$ cat src/rtl/led_p2s_serializer.sv
// Parallel-to-serial shift engine for chained LED driver shift registers.
// Shifts a WIDTH-bit word out on sdata/sclk, strobes latch, and captures the word returned on s_in.
module led_p2s_serializer #(
   parameter int WIDTH     = 16,
   parameter int CLK_DIV   = 2,
   parameter bit MSB_FIRST = 1'b1
) (
   input  logic             clk,
   input  logic             rst,
   input  logic             start,
   input  logic [WIDTH-1:0] p_data,
   input  logic             s_in,
   output logic             sdata,
   output logic             sclk,
   output logic             latch,
   output logic             busy,
   output logic             done,
   output logic [WIDTH-1:0] q_out
);

   localparam int CNT_W = $clog2(WIDTH + 1);
   localparam int DIV_W = (CLK_DIV > 1) ? $clog2(CLK_DIV) : 1;
   localparam logic [DIV_W-1:0] DIV_LAST = DIV_W'(CLK_DIV - 1);
   localparam logic [CNT_W-1:0] CNT_FULL = CNT_W'(WIDTH);

   typedef enum logic [2:0] {
      S_IDLE,
      S_SHIFT_LO,
      S_SHIFT_HI,
      S_LATCH,
      S_DONE
   } state_t;

   state_t           state_q, state_d;
   logic [WIDTH-1:0] shreg_q, shreg_d;
   logic [CNT_W-1:0] cnt_q, cnt_d;
   logic [DIV_W-1:0] div_q, div_d;
   logic             sdata_q, sdata_d;
   logic             sclk_q, sclk_d;
   logic             latch_q, latch_d;
   logic             busy_q, busy_d;
   logic             done_q, done_d;
   logic [WIDTH-1:0] q_out_q, q_out_d;

   logic [WIDTH-1:0] shifted;
   logic             div_end;

   always_comb begin
      if (MSB_FIRST) begin
         shifted = {shreg_q[WIDTH-2:0], s_in};
      end else begin
         shifted = {s_in, shreg_q[WIDTH-1:1]};
      end
      div_end = (div_q == DIV_LAST);
   end

   always_comb begin
      state_d = state_q;
      shreg_d = shreg_q;
      cnt_d   = cnt_q;
      div_d   = div_q;
      sclk_d  = sclk_q;
      latch_d = latch_q;
      busy_d  = busy_q;
      done_d  = 1'b0;
      q_out_d = q_out_q;

      case (state_q)
         // DONE accepts start just like IDLE so transfers can run back to back
         S_IDLE, S_DONE: begin
            state_d = S_IDLE;
            if (start) begin
               state_d = S_SHIFT_LO;
               shreg_d = p_data;
               cnt_d   = CNT_FULL;
               div_d   = '0;
               busy_d  = 1'b1;
               sclk_d  = 1'b0;
            end
         end
         S_SHIFT_LO: begin
            if (div_end) begin
               div_d   = '0;
               sclk_d  = 1'b1;
               state_d = S_SHIFT_HI;
            end else begin
               div_d = div_q + DIV_W'(1);
            end
         end
         S_SHIFT_HI: begin
            if (div_end) begin
               div_d   = '0;
               sclk_d  = 1'b0;
               shreg_d = shifted;
               cnt_d   = cnt_q - CNT_W'(1);
               if (cnt_q == CNT_W'(1)) begin
                  state_d = S_LATCH;
                  latch_d = 1'b1;
                  q_out_d = shifted;
               end else begin
                  state_d = S_SHIFT_LO;
               end
            end else begin
               div_d = div_q + DIV_W'(1);
            end
         end
         S_LATCH: begin
            if (div_end) begin
               div_d   = '0;
               latch_d = 1'b0;
               busy_d  = 1'b0;
               done_d  = 1'b1;
               state_d = S_DONE;
            end else begin
               div_d = div_q + DIV_W'(1);
            end
         end
         default: begin
            state_d = S_IDLE;
         end
      endcase

      // sdata is registered so it tracks the output end of the next shreg value
      sdata_d = MSB_FIRST ? shreg_d[WIDTH-1] : shreg_d[0];
   end

   always_ff @(posedge clk) begin
      if (rst) begin
         state_q <= S_IDLE;
         shreg_q <= '0;
         cnt_q   <= '0;
         div_q   <= '0;
         sdata_q <= 1'b0;
         sclk_q  <= 1'b0;
         latch_q <= 1'b0;
         busy_q  <= 1'b0;
         done_q  <= 1'b0;
         q_out_q <= '0;
      end else begin
         state_q <= state_d;
         shreg_q <= shreg_d;
         cnt_q   <= cnt_d;
         div_q   <= div_d;
         sdata_q <= sdata_d;
         sclk_q  <= sclk_d;
         latch_q <= latch_d;
         busy_q  <= busy_d;
         done_q  <= done_d;
         q_out_q <= q_out_d;
      end
   end

   assign sdata = sdata_q;
   assign sclk  = sclk_q;
   assign latch = latch_q;
   assign busy  = busy_q;
   assign done  = done_q;
   assign q_out = q_out_q;

endmodule

$ cat config.mk
export PLATFORM = sky130hd
export DESIGN_NAME = led_p2s_serializer
export DESIGN_NICKNAME = d
export VERILOG_FILES = /design/src/rtl/led_p2s_serializer.sv
export SDC_FILE = /design/constraint.sdc
export NUM_CORES = 1
export LEC_CHECK = 0
export CAP_MARGIN = 20
export CORE_ASPECT_RATIO = 1.1
export CORE_MARGIN = 2
export CORE_UTILIZATION = 50
export CTS_CLUSTER_DIAMETER = 40
export DETAILED_ROUTE_END_ITERATION = 16
export GPL_TIMING_DRIVEN = 0
export PLACE_DENSITY = 0.82
export SETUP_SLACK_MARGIN = 0.4
export SYNTH_ARGS = -nofsm -noshare
export SYNTH_HDL_FRONTEND = slang
export SYNTH_SLANG_ARGS = --single-unit
$ cat constraint.sdc
create_clock -name clk -period 2 [get_ports clk]
set_input_delay 0.2 -clock clk [delete_from_list [all_inputs] [get_ports clk]]
set_output_delay 0.2 -clock clk [all_outputs]
set_load 0.005 [all_outputs]
==> out/metrics.csv <==
stage,metric,value,unit
floorplan,die-height,70.53,um
setup_path,endpoint,shreg_q[9],
setup_path,cpMaxStageDelayCell,dfxtp_1,
placed_design,gp_congestion,0.7795,
synth,syn_nets,235,
setup_path,path_depth,7,
sta,finalHoldViolations,0,
clock_network,cts_buffers,5,
clock_network,cts_tree,built,
drt,num_vias,1746,
power_and_ir_drop,peakVddDrop,0.0004340,V
setup_path,max_stage_delay,0.33,ns
clock_network,cts-root-buf,clkbuf_8,
cells_and_area,final_cell_area,0.002768,mm2
floorplan,dieArea,0.004548,mm2
status,status,finished clean,
clock_network,insertion_delay,0.30,ns
sta,fin_crit,1.563,ns
drt,drt-vias-per-instance,5.406,
placed_design,dp_hpwl,3068,um
placed_design,io_buffer_count,39,
synth,synth_cell_type_count,34,
setup_path,cp_common_cell,buf_6,
cells_and_area,fillers,303,
grt,antenna_found_initial,0,
sta,slew-limit-headroom,54.07,%
power_and_ir_drop,p_leak,0.9419,nW
grt,gr-total-overflow,0,
clock_network,clk_pin_slew,0.08,ns
setup_path,path_class,flop to flop,
drt,ant_nets,0,
setup_path,r2r_setup_slack,0.44,ns
run,maxCapViolCount,0,
setup_path,rr_worst_depth,7,
sta,clock.fmax,639.9,MHz
floorplan,initial_utilization,51.54,%
placed_design,dp.cells,304,
synth,synth_seq_cells,45,
drt,drc,0,
setup_path,regToRegEndpoint,shreg_q[9],
cells_and_area,mostFrequentLayoutCells,"dfxtp_1 (43), clkdlybuf4s50_1 (39), a21oi_1 (25)",
grt,grt_pass1_wl,7410,um
synth,syn_inst,213,
cells_and_area,drive_gt1_share,21.40,%
sta,tns,0,ns
synth,synth.top_cell.area_share,44.78,%
drt,wl_per_cell,14.72,um
setup_path,worstPathMaxFanout,7,
clock_network,htree_levels,2,
setup_path,crit_start,state_q[2],
clock_network,clock_path_buffers,2,
grt,grt_pass1_vias,1692,
placed_design,place_area,0.002467,mm2
synth,synth.largest_area_cell,dfxtp_1,
min_path,worstHoldPathType,input port to flop,
sta,tightest_slew,0.6889,ns
floorplan,rows,24,
power_and_ir_drop,total_power,2.058,mW
cells_and_area,syn_to_final_growth,37.56,%
drt,drt_pass1_iterations,4,
cells_and_area,num_antenna_cells,0,
clock_network,cts.hold.buffers_added,0,
grt,grtUsageTotal,20.52,%
cells_and_area,final_cells,323,
drt,first_iter_violations,89,
sta,finalCritPeriodShare,78.13,%
synth,yosysSeqAreaShare,44.78,%
synth,synth_area_leaders,"dfxtp_1 (45%), a211oi_2 (8.1%), mux2i_1 (8.0%), a21oi_1 (6.2%), nor2_1 (4.3%)",
sta,rsz0062_at_grt,yes,
cells_and_area,layout.cells.most_common,dfxtp_1,
setup_path,critical_path_buf_inv_count,3,
setup_path,critical-path-top-delay-family,simple AND/OR/NAND/NOR gates,
synth,netlist_area,0.002012,mm2
power_and_ir_drop,power_density,743.5,mW/mm2
cells_and_area,final_nets,292,
clock_network,clock-sinks,45,
setup_path,required,2.16,ns
cells_and_area,utilization,70.90,%
synth,avgSynthCellArea,9.446,um2
synth,ys.warnings.count,0,
setup_path,crit_chain,buf_6 > and4bb_4 > or2_1 > buf_6 > clkbuf_16 > nor2_1 > a211oi_2,
setup_path,endpoint_kind,flop,
floorplan,ios,41,
setup_path,r2r-start,state_q[2],
setup_path,cp_data_arrival_time,1.72,ns
setup_path,startpoint_type,flop,
drt,drt-total-wl,4755,um
floorplan,core-area,0.003904,mm2
sta,skew,0.003755,ns
grt,grt_max_degree,14,
floorplan,die_w,64.48,um
sta,drv_slew,0,
sta,setup_viol,0,
==> area by class of cell <==
type | instances | area [um2] | share of cell area (%)
clock buffers | 7 | 86.33 | 3.119
flip-flops and latches | 45 | 903.4 | 32.64
multi-input cells | 145 | 998.5 | 36.08
plain buffers | 17 | 147.6 | 5.335
well taps | 52 | 65.06 | 2.351
clock inverters | 1 | 30.03 | 1.085
inverters | 6 | 25.02 | 0.9042
repair buffers | 50 | 511.7 | 18.49
==> worst min-delay path by stage <==
stage / depth (start not counted) / startpoint / slack, ns / end
after floorplan: 2 / s_in / 0.35 / q_out[0]
final: 2 / rst / 0.36 / cnt_q[2]
after detailed placement: 2 / q_out[8] / 0.45 / q_out[8]
after global placement: 2 / q_out[3] / 0.44 / q_out[3]
after global routing: 2 / rst / 0.40 / cnt_q[2]
after CTS: 2 / rst / 0.37 / cnt_q[3]
==> cell usage after synthesis <==
library cell  count
xnor2_1           1
nand3b_1          1
nor3_4            1
nor3_1            3
and4bb_4          1
dfxtp_1          45
buf_1             2
buf_2             3
a211oi_1          5
clkbuf_1          4
buf_4             4
buf_6             3
ha_1              2
nor4_1            3
or4b_2            1
buf_8             1
mux2i_1          16
o211ai_1          1
or2_1             1
nand3_1          16
nor2b_1           1
xor2_1            3
or3_1             1
o21ai_0           4
a211oi_2         13
nand2_1          18
a21oi_1          25
a2bb2oi_1         2
nor3b_2           1
nor2_1           23
inv_1             5
nor4b_4           1
inv_4             1
nand2b_1          1
==> power by group <==
group | total [mW] | internal (mW) | switching (mW)
clock | 0.718 | 0.408 | 0.310
sequential | 0.996 | 0.946 | 0.0494
combinational | 0.344 | 0.185 | 0.160
total | 2.06 | 1.54 | 0.519
==> stage by stage <==
| stage | setup WS [ns] | hold WS [ns] |
|---|---|---|
| 2_1_floorplan | 0.4560 | 0.3475 |
| 6_report | 0.4374 | 0.3644 |
| 3_5_place_dp | 0.03174 | 0.4470 |
| 4_1_cts | 0.4092 | 0.3702 |
| 5_1_grt | 0.3894 | 0.3982 |
| 3_3_place_gp | 0.05903 | 0.4426 |
==> flip-flops by register name, indices dropped and copies added, names as in the netlist <==
signal,cells
sclk,1
shreg_q,16
done,1
busy,1
q_out,16
state_q,3
cnt_q,5
div_end,1
latch,1
==> logic make-up after synthesis <==
kind of cell / Yosys count / share of synthesized area (%)
AOI/OAI and AO/OA: 50 / 18.41
xor gates and xnor gates: 4 / 1.742
adders and majority gates: 2 / 1.244
buffers and inverters: 23 / 7.027
DFF: 45 / 44.78
muxes: 16 / 7.960
and+or+nand+nor: 73 / 18.84
==> repair_timing <==
item / 4_1_cts / 5_1_grt
setup buffers: 3 / 6
pin swaps: 1 / 4
cloned: 0 / 2
setup endpoints to repair: 30 / 27
hold endpoints to repair: 0 / 0
gates resized for setup: 3 / 20
==> routing by layer <==
metal	GRT usage (%)	vias to the layer above	part of all wire, %
met5	0	-	0
met4	9.929	0	2.1
met3	5.087	12	3.6
met2	34.49	48	52
met1	24.52	824	42
li1	-	862	-
No activity file was read; power rests on OpenSTA's default activity.
